### config.mk
export PLATFORM = sky130hd
export DESIGN_NAME = kronecker_masked_pipe_flat
export DESIGN_NICKNAME = d
export VERILOG_FILES = /design/src/rtl/kronecker_masked_pipe_if.sv /design/src/rtl/kronecker_masked_pipe.sv /design/src/flat_wrapper.sv
export SDC_FILE = /design/constraint.sdc
export NUM_CORES = 1
export LEC_CHECK = 0
export ABC_CLOCK_PERIOD_IN_PS = 1200
export CAP_MARGIN = 20
export CORE_UTILIZATION = 34
export DETAILED_ROUTE_END_ITERATION = 12
export PLACE_DENSITY = 0.63
export SLEW_MARGIN = 20
export SYNTH_ARGS = -nofsm -noshare
export SYNTH_HDL_FRONTEND = slang
export SYNTH_SLANG_ARGS = --single-unit
### constraint.sdc
create_clock -name clk -period 1.2 [get_ports clk]
set_input_delay 0.36 -clock clk [delete_from_list [all_inputs] [get_ports clk]]
set_output_delay 0.36 -clock clk [all_outputs]
set_load 0.005 [all_outputs]
### src/rtl/kronecker_masked_pipe_if.sv
`default_nettype none
// ============================================================================
// Module      : kronecker_masked_pipe_if
// Description : Bundle of the advance, operand, randomness and result signals
//               of the masked Kronecker-delta pipeline. RND_W follows the
//               build option KRON_OUT_REFRESH_EN (adds SHARES bits).
// Revision    : 1.0 - initial release
// ============================================================================
interface kronecker_masked_pipe_if #(
    parameter int WIDTH = 8,
    parameter int ORDER = 2
);
    localparam int SHARES = ORDER + 1;
`ifdef KRON_OUT_REFRESH_EN
    localparam int RND_W  = (WIDTH - 1) * ORDER * (ORDER + 1) / 2 + SHARES;
`else
    localparam int RND_W  = (WIDTH - 1) * ORDER * (ORDER + 1) / 2;
`endif

    logic                      en;
    logic                      in_valid;
    logic [SHARES*WIDTH-1:0]   shared_inp;
    logic [RND_W-1:0]          rnd;
    logic                      out_valid;
    logic [SHARES-1:0]         out;

    // Operand source side
    modport master (
        output en, in_valid, shared_inp, rnd,
        input  out_valid, out
    );

    // Pipeline side
    modport slave (
        input  en, in_valid, shared_inp, rnd,
        output out_valid, out
    );
endinterface
`default_nettype wire

### src/rtl/kronecker_masked_pipe.sv
`default_nettype none
// ============================================================================
// Module      : kronecker_masked_pipe
// Description : Pipelined masked zero test. Share 0 is inverted so that the
//               operand becomes ~x, then a balanced tree of DOM-indep AND
//               gadgets (one register layer per level) ANDs all bits down to
//               one shared bit that is 1 iff x == 0. Global stall via en.
//               Optional macro KRON_OUT_REFRESH_EN adds a ring-refreshed
//               output register (one extra cycle of latency).
// Revision    : 1.0 - initial release
// ============================================================================
module kronecker_masked_pipe #(
    parameter int WIDTH = 8,
    parameter int ORDER = 2
) (
    input  wire logic              clk,
    input  wire logic              rst_n,
    kronecker_masked_pipe_if.slave bus
);
    localparam int c_SHARES  = ORDER + 1;
    localparam int c_LEVELS  = $clog2(WIDTH);
    localparam int c_NPAIR   = ORDER * (ORDER + 1) / 2;
    localparam int c_NODES   = 2 * WIDTH - 1;
    localparam int c_GAD_RND = (WIDTH - 1) * c_NPAIR;
`ifdef KRON_OUT_REFRESH_EN
    localparam int c_VLD_DEPTH = c_LEVELS + 1;
`else
    localparam int c_VLD_DEPTH = c_LEVELS;
`endif

    // Index of the random bit shared by cross terms (i,j) and (j,i), i<j,
    // pairs enumerated lexicographically.
    function automatic int pair_idx(input int i, input int j);
        return i * c_SHARES - (i * (i + 1)) / 2 + (j - i - 1);
    endfunction

    // All shared operands of the tree as one flat vector: nodes 0..WIDTH-1
    // are the stage-0 bits, followed by each level's gadget outputs, LSB
    // pair first; the last node is the root.
    logic [c_NODES*c_SHARES-1:0] w_node;

    // Stage 0: invert share 0 only, bit k of every share is operand k.
    for (genvar k = 0; k < WIDTH; k++) begin : g_stage0
        for (genvar i = 0; i < c_SHARES; i++) begin : g_share
            if (i == 0) begin : g_inv
                assign w_node[k*c_SHARES + i] = ~bus.shared_inp[i*WIDTH + k];
            end else begin : g_pass
                assign w_node[k*c_SHARES + i] = bus.shared_inp[i*WIDTH + k];
            end
        end
    end

    for (genvar s = 1; s <= c_LEVELS; s++) begin : g_lvl
        localparam int c_N   = WIDTH >> s;
        localparam int c_SRC = 2 * WIDTH - 4 * c_N;
        localparam int c_DST = 2 * WIDTH - 2 * c_N;

        for (genvar j = 0; j < c_N; j++) begin : g_gad
            localparam int c_G = WIDTH - 2 * c_N + j;

            logic [c_SHARES-1:0]          w_a;
            logic [c_SHARES-1:0]          w_b;
            logic [c_SHARES-1:0]          w_c;
            logic [c_NPAIR-1:0]           w_r;
            logic [c_SHARES*c_SHARES-1:0] w_term;
            logic [c_SHARES*c_SHARES-1:0] r_term;

            assign w_a = w_node[(c_SRC + 2*j)     * c_SHARES +: c_SHARES];
            assign w_b = w_node[(c_SRC + 2*j + 1) * c_SHARES +: c_SHARES];
            assign w_r = bus.rnd[c_G * c_NPAIR +: c_NPAIR];

            // Inner products unmasked, cross products blinded by r_ij = r_ji.
            always_comb begin
                w_term = '0;
                for (int i = 0; i < c_SHARES; i++) begin
                    for (int m = 0; m < c_SHARES; m++) begin
                        if (i == m) begin
                            w_term[i*c_SHARES + m] = w_a[i] & w_b[m];
                        end else if (i < m) begin
                            w_term[i*c_SHARES + m] = (w_a[i] & w_b[m]) ^ w_r[pair_idx(i, m)];
                        end else begin
                            w_term[i*c_SHARES + m] = (w_a[i] & w_b[m]) ^ w_r[pair_idx(m, i)];
                        end
                    end
                end
            end

            // Every term is registered on its own before any recombination.
            always_ff @(posedge clk or negedge rst_n) begin
                if (!rst_n) begin
                    r_term <= '0;
                end else if (bus.en) begin
                    r_term <= w_term;
                end
            end

            // Output share i is the XOR of the registered terms of row i.
            always_comb begin
                w_c = '0;
                for (int i = 0; i < c_SHARES; i++) begin
                    w_c[i] = ^r_term[i*c_SHARES +: c_SHARES];
                end
            end

            assign w_node[(c_DST + j) * c_SHARES +: c_SHARES] = w_c;
        end
    end

    logic [c_SHARES-1:0]    w_root;
    logic [c_VLD_DEPTH-1:0] r_vld;

    assign w_root = w_node[(c_NODES - 1) * c_SHARES +: c_SHARES];

    // Valid shift register, advancing in lock-step with the data registers.
    always_ff @(posedge clk or negedge rst_n) begin
        if (!rst_n) begin
            r_vld <= '0;
        end else if (bus.en) begin
            r_vld[0] <= bus.in_valid;
            for (int k = 1; k < c_VLD_DEPTH; k++) begin
                r_vld[k] <= r_vld[k-1];
            end
        end
    end

`ifdef KRON_OUT_REFRESH_EN
    logic [c_SHARES-1:0] w_rr;
    logic [c_SHARES-1:0] r_out;

    assign w_rr = bus.rnd[c_GAD_RND +: c_SHARES];

    // Ring refresh: share i picks up r_i and r_(i+1 mod SHARES).
    always_ff @(posedge clk or negedge rst_n) begin
        if (!rst_n) begin
            r_out <= '0;
        end else if (bus.en) begin
            r_out <= w_root ^ w_rr ^ {w_rr[0], w_rr[c_SHARES-1:1]};
        end
    end

    assign bus.out = r_out;
`else
    assign bus.out = w_root;
`endif

    assign bus.out_valid = r_vld[c_VLD_DEPTH-1];

endmodule
`default_nettype wire

### src/flat_wrapper.sv
// flat-port wrapper written by rule: the top's interface ports become plain ports
module kronecker_masked_pipe_flat 
#(
    parameter int WIDTH = 8,
    parameter int ORDER = 2
)
  (clk, rst_n, bus_en, bus_in_valid, bus_shared_inp, bus_rnd, bus_out_valid, bus_out);
  kronecker_masked_pipe_if #(.WIDTH(WIDTH), .ORDER(ORDER)) bus_i ();
  input  wire logic clk;
  input  wire logic rst_n;
  input wire logic [$bits(bus_i.en)-1:0] bus_en;
  input wire logic [$bits(bus_i.in_valid)-1:0] bus_in_valid;
  input wire logic [$bits(bus_i.shared_inp)-1:0] bus_shared_inp;
  input wire logic [$bits(bus_i.rnd)-1:0] bus_rnd;
  output wire logic [$bits(bus_i.out_valid)-1:0] bus_out_valid;
  output wire logic [$bits(bus_i.out)-1:0] bus_out;
  assign bus_i.en = bus_en;
  assign bus_i.in_valid = bus_in_valid;
  assign bus_i.shared_inp = bus_shared_inp;
  assign bus_i.rnd = bus_rnd;
  assign bus_out_valid = bus_i.out_valid;
  assign bus_out = bus_i.out;
  kronecker_masked_pipe #(.WIDTH(WIDTH), .ORDER(ORDER)) u_core (.clk(clk), .rst_n(rst_n), .bus(bus_i));
endmodule
==> impl_results.md, run 1 <==
* Mean instance size in the synthesized netlist at 10.8 um^2
* Placeable core region at 11,500 um^2
* Commonest cells after routing, fill and taps aside: sky130_fd_sc_hd__dfrtp_1 (66), sky130_fd_sc_hd__clkdlybuf4s50_1 (46), sky130_fd_sc_hd__nand3_1 (30)
* Clock Sink Count at 66
* Number of cells in the design after placement at 562
* Worst-case clock skew at 0.00568 ns
* Pre-antenna DRT Iters at 4
* Vias in the first global route at 3,009
* Number of pins with negative max-slew slack in the final report at 0
* Overall die width at about 110 um
* Cell with the largest stage delay on the worst path: sky130_fd_sc_hd__dfrtp_1
* IO Pins at 53
* Vias post-DR at between 2,000 and 3,000
* Die Height at 111 um
* Final std cell area, no fill at approximately 5400 um^2
* Fraction of the yosys area taken by sequential cells at 41.3%
* Largest fanout on the critical path at 2
* Critical path arrival at 1.18 ns
* Switching power at 2.85 mW
* Violations in the final reports: negative setup slack
* Category of the critical setup timing path: flip-flop to output pin
* Routed WL per cell at around 14 um
* Gate count after technology mapping at 370
* Non-Filler Instances at 601
* Clock-pin slew on the worst setup and hold paths at around 0.060 ns
* Detailed-placement wirelength estimate at a little under 6 mm
* Largest net degree at the start of global routing at 67
* Internal power of the cells at 6.73 mW
* Outcome: finished with violations
* Post-route total power at 9.58 mW
* Worst Setup Slack, final at -0.343 ns
* Portion of total power attributed to sequential cells at 32.2%
* Most common cell after layout, fill and taps aside: sky130_fd_sc_hd__dfrtp_1
* Switching portion of total power at 29.8%
* GRT Residual Overflow at 0
* Static leakage at approximately 2.4 nW
* Number of hold-repair buffers added at the cts stage at 0
* Count of antenna diodes in the layout at 0
* DRT iter0 DRCs at 134
* Final setup violation count at 16
* Sum of negative setup slack at -1.38 ns
* Net Count, Synth at 419
* Number of rows created at floorplan at 39
* Comb pwr share at a little over a third
* # nets final at ~500
* Count of antenna-violating nets left after detailed routing at 0
* Yosys synthesis warning count at 0
* Worst hold slack at about 0.040 ns
* CP peak stage delay at 0.41 ns
* Number of antenna violations at the first check in global routing at 0
* Worst-Margin Slew at 0.368 ns
* Clock root buffer: sky130_fd_sc_hd__clkbuf_16
* Worst slew margin relative to its limit at 75.5%
* Synthesized cell area at 4000 um^2
* Layout filler cell count at 1,039
* Residual DRC count at 0
* Worst setup slack before clock tree synthesis at -0.387 ns
* Maximum vdd drop at 781 uV
* Final core area utilization at a little under half
* Initial Util at 34.9%
* Count of endpoints failing hold in the final timing report at 0
* Setup repair after global routing missed its margin: true
* Total routed wirelength at 8.61 mm
* Maximum capacitance violations at 0
* Part of the cycle the worst path needs at 129%
* CTS Buf Count at 9
* Fin crit period at 1.54 ns
* Fraction of layout cells with a size suffix above 1 at approximately a quarter
* Via density per instance at 4.76
* Global-route wire length before repair at 14.1 mm
* Htree depth at 3
* Worst Hold Class: primary input to async pin
* Clock insertion delay at the later pin of the skew report at 0.33 ns
* Post-detailed-placement cell area at 4750 um^2
* Max Root-Sink Buffers at 2
* Achievable frequency at 648 MHz
* Clk network pwr share at 31.8%
* Overall Global Routing Usage at ~14%
* Crit Reg-Reg Startpoint: u_core.g_lvl[1].g_gad[3].r_term[5]
* IO Port Bufs at 52
* Area delta synth->final at 35.8%
* Critical path origin: u_core.g_lvl[3].g_gad[0].r_term[0]
* Floorplan die area at 12,200 um^2
* Flip-flop and latch count after synthesis at 66
* Number of unique standard cell types used by synthesis at 22
* Required arrival time at the worst endpoint at between 0.8 and 0.9 ns
* Power density over the cells at 1760 nW/um^2
* Capturing element type of the critical path: output pin
* Critical Path Start Type: flip-flop
* Final weighted congestion of routability-driven global placement at 0.817
* CP Cell Sequence: xnor2_2, xnor2_1, buf_2
* TritonCTS clock tree: yes
-- repair_timing --
| action | 4_1_cts | 5_1_grt |
|---|---|---|
| cloned | 0 | 0 |
| setup buffers | 11 | 13 |
| gates resized for setup | 35 | 39 |
| setup endpoints to repair | 18 | 31 |
| pin swaps | 28 | 44 |
-- power groups by stage --
stage                     Combinational (mW)  Sequential [mW]  Clock, mW
final                                   3.45             3.08       3.05
after global routing                    3.72             3.15       3.19
after CTS                               3.15             3.09       3.11
after detailed placement                3.04             3.14          0
after global placement                  3.03             3.09          0
after floorplan                         2.11             3.03          0
-- cell usage after synthesis --
| master | number | area [um^2] |
|---|---|---|
| sky130_fd_sc_hd__dfrtp_1 | 66 | 1650 |
| sky130_fd_sc_hd__nand3_1 | 53 | 265 |
| sky130_fd_sc_hd__nor2_1 | 28 | 105 |
| sky130_fd_sc_hd__nor2b_1 | 25 | 156 |
| sky130_fd_sc_hd__a21oi_1 | 24 | 120 |
| sky130_fd_sc_hd__xnor2_1 | 22 | 193 |
| sky130_fd_sc_hd__o21ai_1 | 18 | 90.1 |
| sky130_fd_sc_hd__inv_1 | 17 | 63.8 |
| sky130_fd_sc_hd__o21ai_0 | 17 | 85.1 |
| sky130_fd_sc_hd__xnor3_1 | 16 | 360 |
| sky130_fd_sc_hd__nand2b_1 | 14 | 87.6 |
| sky130_fd_sc_hd__xor3_1 | 14 | 333 |
| sky130_fd_sc_hd__buf_2 | 10 | 50.1 |
| sky130_fd_sc_hd__and2_1 | 9 | 56.3 |
| sky130_fd_sc_hd__nand2_1 | 8 | 30.0 |
| sky130_fd_sc_hd__xor2_1 | 8 | 70.1 |
| sky130_fd_sc_hd__mux2_2 | 7 | 78.8 |
| sky130_fd_sc_hd__or2b_1 | 4 | 30.0 |
| sky130_fd_sc_hd__xor3_4 | 4 | 110 |
| sky130_fd_sc_hd__clkbuf_1 | 3 | 11.3 |
| sky130_fd_sc_hd__xnor3_2 | 2 | 47.6 |
| sky130_fd_sc_hd__buf_4 | 1 | 7.51 |
-- worst paths after layout --
check	to	slack, ns	cells after the start
min reg2reg	u_core.r_vld[0]	0.51	1
min in group clk	u_core.g_lvl[3].g_gad[0].r_term[0]	0.26	2
max	bus_out[0]	-0.34	3
min	u_core.r_vld[1]	0.04	2
max in group asynchronous	u_core.g_lvl[3].g_gad[0].r_term[5]	0.87	2
max reg2reg	u_core.g_lvl[2].g_gad[1].r_term[7]	-0.08	4
-- state kept, by name (all words and copies together) (netlist names) --
register,cells
u_core.r_vld,3
u_core.g_lvl.g_gad.r_term,63
-- worst max-delay path: cells and delay by family (launching register included) --
family / cells / cell delay (ns)
xor+xnor: 2 / 0.31
buf+inv: 1 / 0.13
flops: 1 / 0.41
-- per-layer routing --
layer / wire [um] / vias to the layer above / GRT usage (%)
li1: - / 1417 / -
met2: 4140 / 46 / 22.9
met4: 173 / 0 / 6.04
met3: 265 / 13 / 3.40
met1: 4040 / 1386 / 19.0
met5: 0 / - / 0
-- logic make-up after synthesis --
kind of cell           synth area share (%)
AND/OR/NAND/NOR                        18.3
flip-flops                             41.3
AO/OA/AOI/OAI                          7.38
buffers and inverters                  3.31
multiplexers                           1.97
XOR/XNOR                               27.8
-- area by class of cell --
type	count	area, um^2	share of cell area [%]
clock buffer	9	225	4.14
clock inverter	7	118	2.16
inverter	17	63.8	1.17
multi-input combinational	273	2400	44.1
sequential	66	1650	30.4
tap	143	179	3.29
timing repair buffer	86	801	14.7
Note: power is estimated with default switching activity, not from simulation.
==> run 2: changes to the inputs <==
--- a/config.mk
+++ b/config.mk
@@ -9,7 +9,9 @@
 export CAP_MARGIN = 20
 export CORE_UTILIZATION = 34
 export DETAILED_ROUTE_END_ITERATION = 12
+export GPL_ROUTABILITY_DRIVEN = 0
 export PLACE_DENSITY = 0.63
+export SETUP_SLACK_MARGIN = 0.05
 export SLEW_MARGIN = 20
 export SYNTH_ARGS = -nofsm -noshare
 export SYNTH_HDL_FRONTEND = slang
==> run 2 against run 1 <==
  * The flow still finishes with violations (negative setup slack)
  * Count of clock-buffer cells in the layout did not move
  * Combinational power rose by 11%
  * Non-clock buffer count rose by 8
  * Global-route usage rose by 0.46 points
  * Clock power barely moved
  * Critical endpoint unchanged
  * Largest power group unchanged
==> impl_results.md, run 2 (synthesis results as in run 1) <==
* Flip-flop count of the largest register after layout at 63
* Clock-pin slew on the worst setup and hold paths at 0.06 ns
* Maximum vdd drop at between 700 and 800 uV
* Critical path arrival at approximately 1.2 ns
* Count of endpoints failing hold in the final timing report at 0
* Outcome: finished with violations
* IO Port Bufs at 52
* Global-route wire length before repair at 14.6 mm
* Clock root buffer: sky130_fd_sc_hd__clkbuf_16
* Clock Sink Count at 66
* CTS Buf Count at 9
* Most common cell after layout, fill and taps aside: sky130_fd_sc_hd__dfrtp_1
* Critical path's top delay family: flip-flops
* Count of antenna diodes in the layout at 0
* Area delta synth->final at 40.8%
* Overall die width at 111 um
* Footprint of the flip-flops and latches at about 1700 um^2
* Required arrival time at the worst endpoint at around 0.84 ns
* Combined buffer and inverter count along the critical path at 1
* Via density per instance at between 4 and 5
* Pre-antenna DRT Iters at 4
* Critical Path Start Type: flip-flop
* Htree depth at 3
* Worst hold slack at ~0.040 ns
* IO Pins at 53
* Worst slew margin relative to its limit at 75.1%
* Reg-to-reg endpoint: u_core.g_lvl[3].g_gad[0].r_term[5]
* Total routed wirelength at 9.04 mm
* Worst Hold Class: primary input to async pin
* Post-detailed-placement cell area at 4750 um^2
* Worst-Margin Slew at 0.374 ns
* Largest net degree at the start of global routing at 67
* Cell with the largest stage delay on the worst path: sky130_fd_sc_hd__dfrtp_1
* Capturing element type of the critical path: output pin
* Layout filler cell count at 1,018
* Number of antenna violations at the first check in global routing at 0
* Max Root-Sink Buffers at 2
* Achievable frequency at 648 MHz
* Vias post-DR at 2,945
* CP Cell Sequence: xnor2_2, xnor2_1, buf_2
* Vias in the first global route at 3,094
* Final std cell area, no fill at between 5000 and 6000 um^2
* Clock insertion delay at the later pin of the skew report at 0.34 ns
* TritonCTS clock tree: yes
* Maximum capacitance violations at 0
* Largest register by flop count: u_core.g_lvl.g_gad.r_term
* Number of pins with negative max-slew slack in the final report at 0
* CP peak stage delay at around 0.41 ns
* Commonest cells after routing, fill and taps aside: sky130_fd_sc_hd__dfrtp_1 (66), sky130_fd_sc_hd__clkdlybuf4s50_1 (46), sky130_fd_sc_hd__nand3_2 (39)
* Setup repair after global routing missed its margin: true
* Violations in the final reports: negative setup slack
* Largest registers ranked by flip-flop count: u_core.g_lvl.g_gad.r_term x63, u_core.r_vld x3
* Static leakage at 2.54 nW
* Multi-input combinational cell area at roughly 2500 um^2
* GRT Residual Overflow at 0
* Overall Global Routing Usage at 14.9%
* Worst Setup Slack, final at -0.343 ns
* Crit Reg-Reg Startpoint: u_core.g_lvl[2].g_gad[1].r_term[8]
* Die Height at 111 um
* Count of antenna-violating nets left after detailed routing at 0
* FF-to-FF path depth at 3
* Final setup violation count at 11
* Number of rows created at floorplan at 39
* Initial Util at 34.9%
* Residual DRC count at 0
* Floorplan die area at 12,200 um^2
* # nets final at 510
* Routed WL per cell at 14.8 um
* Largest fanout on the critical path at 2
* Worst R2R Setup Slack at -0.06 ns
* Power density over the cells at around 1800 nW/um^2
* Category of the critical setup timing path: flip-flop to output pin
* Fraction of layout cells with a size suffix above 1 at between 30% and 40%
* Worst-case clock skew at 0.00679 ns
* Detailed-placement wirelength estimate at between 5 and 6 mm
* Placeable core region at roughly 11,000 um^2
* Fin crit period at 1.54 ns
* Part of the cycle the worst path needs at 129%
* DRT iter0 DRCs at 112
run 2: changes by cell type in the layout (fill, tap and decap cells not counted), sizes merged:
cell  previous run  this run
buf             40        48
run 2: metal layers:
| layer | track usage, % | routed length, um |
|---|---|---|
| met3 | 3.68 | 304 |
| met4 | 7.11 | 238 |
| met2 | 24.3 | 4380 |
| met5 | 0 | 0 |
| met1 | 18.6 | 4110 |
run 2: per-stage QoR:
stage	utilization (%)	worst slack, ns	power [mW]	TNS (ns)	instances
floorplan	-	0.0662	5.14	0	370
global placement	41.4	-0.387	6.13	-6.32	562
detailed placement	41.4	-0.387	6.18	-6.49	562
CTS	47.6	-0.362	9.68	-1.19	598
global route	49.2	-0.395	10.4	-2.08	609
finish	49.2	-0.343	9.96	-1.19	609
run 2: layout make-up:
type	count	area share, %
multi-input cells	273	45.1
flip-flops and latches	66	29.3
repair buffers	94	15.2
clock buffers	9	4.00
well taps	143	3.17
clock inverters	7	2.09
inverters	17	1.13
run 2: how the worst max path moves through the flow:
stage                                        from                            endpoint  slack [ns]  cells after the start
3_3_place_gp   u_core.g_lvl[3].g_gad[0].r_term[0]                          bus_out[0]       -0.39                      3
4_1_cts        u_core.g_lvl[3].g_gad[0].r_term[5]                          bus_out[1]       -0.36                      3
3_5_place_dp   u_core.g_lvl[3].g_gad[0].r_term[6]                          bus_out[2]       -0.39                      3
6_report       u_core.g_lvl[3].g_gad[0].r_term[0]                          bus_out[0]       -0.34                      3
2_1_floorplan  u_core.g_lvl[1].g_gad[3].r_term[6]  u_core.g_lvl[2].g_gad[1].r_term[5]        0.07                      3
5_1_grt        u_core.g_lvl[3].g_gad[0].r_term[0]                          bus_out[0]       -0.40                      3
run 2: what timing repair did:
action,4_1_cts,5_1_grt
resized for setup,83,32
pin swaps,55,29
hold buffers,0,0
buffers inserted,20,11
setup endpoints to repair,31,31
run 2: power breakdown:
part | switching, mW | internal [mW] | leakage [nW] | total (mW)
Clock | 1.03 | 2.02 | 0.158 | 3.06
Sequential | 0.400 | 2.68 | 0.796 | 3.08
Combinational | 1.60 | 2.22 | 1.59 | 3.82
==> run 3: changes to the inputs <==
--- a/config.mk
+++ b/config.mk
@@ -12,6 +12,7 @@
 export GPL_ROUTABILITY_DRIVEN = 0
 export PLACE_DENSITY = 0.63
 export SETUP_SLACK_MARGIN = 0.05
+export SKIP_LAST_GASP = 1
 export SLEW_MARGIN = 20
 export SYNTH_ARGS = -nofsm -noshare
 export SYNTH_HDL_FRONTEND = slang
==> run 3 against run 2 <==
  * The flow still finishes with violations (negative setup slack)
  * Sequential share of layout area grew 0.80 points
  * Sequential power about the same
  * Total power is 3.2% lower
  * Critical path type unchanged
==> impl_results.md, run 3 (synthesis results as in run 1) <==
* Outcome: finished with violations
* Htree depth at 3
* Count of endpoints failing hold in the final timing report at 0
* Largest fanout on the critical path at 2
* Worst-Margin Slew at about 0.38 ns
* Largest registers ranked by flip-flop count: u_core.g_lvl.g_gad.r_term x63, u_core.r_vld x3
* Count of antenna diodes in the layout at 0
* Floorplan die area at 12,200 um^2
* Initial Util at a little over a third
* Layer with the highest usage after global routing: met2
* Number of pins with negative max-slew slack in the final report at 0
* Static leakage at roughly 2.5 nW
* Commonest cells after routing, fill and taps aside: sky130_fd_sc_hd__dfrtp_1 (66), sky130_fd_sc_hd__clkdlybuf4s50_1 (46), sky130_fd_sc_hd__nand3_2 (32)
* Largest register by flop count: u_core.g_lvl.g_gad.r_term
* Worst setup slack before clock tree synthesis at -0.387 ns
* Routed WL per cell at between 10 and 15 um
* Part of the cycle the worst path needs at 128%
* Overall die width at around 110 um
* Post-detailed-placement cell area at between 4000 and 5000 um^2
* Clock insertion delay at the later pin of the skew report at 0.34 ns
* Via density per instance at 4.85
* Clock root buffer: sky130_fd_sc_hd__clkbuf_16
* Pre-antenna DRT Iters at 4
* Global-route track usage on met2 at 23.9%
* Setup repair after global routing missed its margin: true
* Most common cell after layout, fill and taps aside: sky130_fd_sc_hd__dfrtp_1
* # nets final at 502
* Area delta synth->final at 37.1%
* Number of rows created at floorplan at 39
* CTS Buf Count at 9
* GRT Residual Overflow at 0
* Met3 GRT Util at 3.68%
* Number of antenna violations at the first check in global routing at 0
* Worst slew margin relative to its limit at 74.4%
* Max Root-Sink Buffers at 2
* Die Height at 111 um
* Fin crit period at 1.54 ns
* Layout filler cell count at between 1,000 and 1,500
* Critical Path Start Type: flip-flop
* Achievable frequency at approximately 650 MHz
* Violations in the final reports: negative setup slack
* Worst Setup Slack, final at -0.340 ns
* Overall Global Routing Usage at between 10% and 20%
* FF-to-FF path depth at 3
* Placeable core region at 11,500 um^2
* Total routed wirelength at 8.76 mm
* Clock-pin slew on the worst setup and hold paths at 0.06 ns
* Worst-case clock skew at 0.00612 ns
* Detailed-placement wirelength estimate at 5.83 mm
* Power density over the cells at roughly 1800 nW/um^2
* Maximum vdd drop at 780 uV
* Count of antenna-violating nets left after detailed routing at 0
* DRT iter0 DRCs at 110
* Flip-flop count of the largest register after layout at between 60 and 70
* Capturing element type of the critical path: output pin
* Global-route wire length before repair at about 15 mm
* Clock Sink Count at 66
* Vias post-DR at approximately 2,900
* Maximum capacitance violations at 0
* Worst Hold Class: primary input to async pin
* Residual DRC count at 0
* Category of the critical setup timing path: flip-flop to output pin
* Largest net degree at the start of global routing at 67
* IO Pins at 53
* Vias in the first global route at 3,158
* Critical path arrival at 1.18 ns
* Final std cell area, no fill at 5490 um^2
* Required arrival time at the worst endpoint at 0.84 ns
* Sum of negative setup slack at -1.07 ns
* Final core area utilization at a little under half
* TritonCTS clock tree: yes
* Fraction of layout cells with a size suffix above 1 at 28.6%
* Grt met1 use at 19.0%
* Worst hold slack at 0.0276 ns
* Final setup violation count at 7
* IO Port Bufs at 52
[run 3: cell count changes in the layout (fill, tap and decap cells not counted), sizes merged]
cell	before	now
buf	48	40
[run 3: where the power goes]
part | switching, mW | leakage (nW) | internal [mW] | total (mW)
Clock | 1.02 | 0.158 | 2.02 | 3.05
Sequential | 0.405 | 0.796 | 2.68 | 3.08
Combinational | 1.44 | 1.51 | 2.07 | 3.51
[run 3: cell type report]
type	instances	area, um^2	area share [%]
Timing Repair Buffer	86	797	14.5
Clock buffer	9	225	4.10
Clock inverter	7	118	2.14
Multi-Input combinational cell	273	2450	44.7
Inverter	17	63.8	1.16
Sequential cell	66	1650	30.1
Tap cell	143	179	3.26
[run 3: repair_timing]
action | CTS | global route
gates resized for setup | 71 | 17
pin swaps | 52 | 21
endpoints found under the hold margin | 0 | 0
endpoints found under the setup margin | 31 | 31
hold buffers | 0 | 0
buffers inserted | 20 | 3
[run 3: metrics by stage]
step / power [mW] / instances
after floorplan: 5.14 / 370
after global placement: 6.13 / 562
after detailed placement: 6.18 / 562
after CTS: 9.59 / 598
after global routing: 10.1 / 601
final: 9.64 / 601
[run 3: critical path: stages (launching register included)]
cell	delay (ns)
sky130_fd_sc_hd__dfrtp_1	0.41
sky130_fd_sc_hd__xnor2_2	0.18
sky130_fd_sc_hd__xnor2_1	0.13
sky130_fd_sc_hd__buf_2	0.13
[run 3: layer usage]
| metal | vias to the layer above | share of wire [%] |
|---|---|---|
| met4 | 0 | 2.7 |
| met5 | - | 0 |
| met2 | 52 | 49 |
| met1 | 1427 | 45 |
| li1 | 1416 | - |
| met3 | 17 | 3.6 |
[run 3: path summary, 6_finish.rpt]
kind / from / end / slack (ns)
setup / recovery: u_core.g_lvl[3].g_gad[0].r_term[0] / bus_out[0] / -0.34
hold / removal: rst_n / u_core.r_vld[1] / 0.03
setup reg to reg: u_core.g_lvl[1].g_gad[2].r_term[4] / u_core.g_lvl[2].g_gad[1].r_term[5] / -0.05
hold reg to reg: u_core.r_vld[0] / u_core.r_vld[0] / 0.51
max in group asynchronous: rst_n / u_core.g_lvl[2].g_gad[1].r_term[4] / 0.85
min in group clk: bus_en / u_core.g_lvl[3].g_gad[0].r_term[0] / 0.28
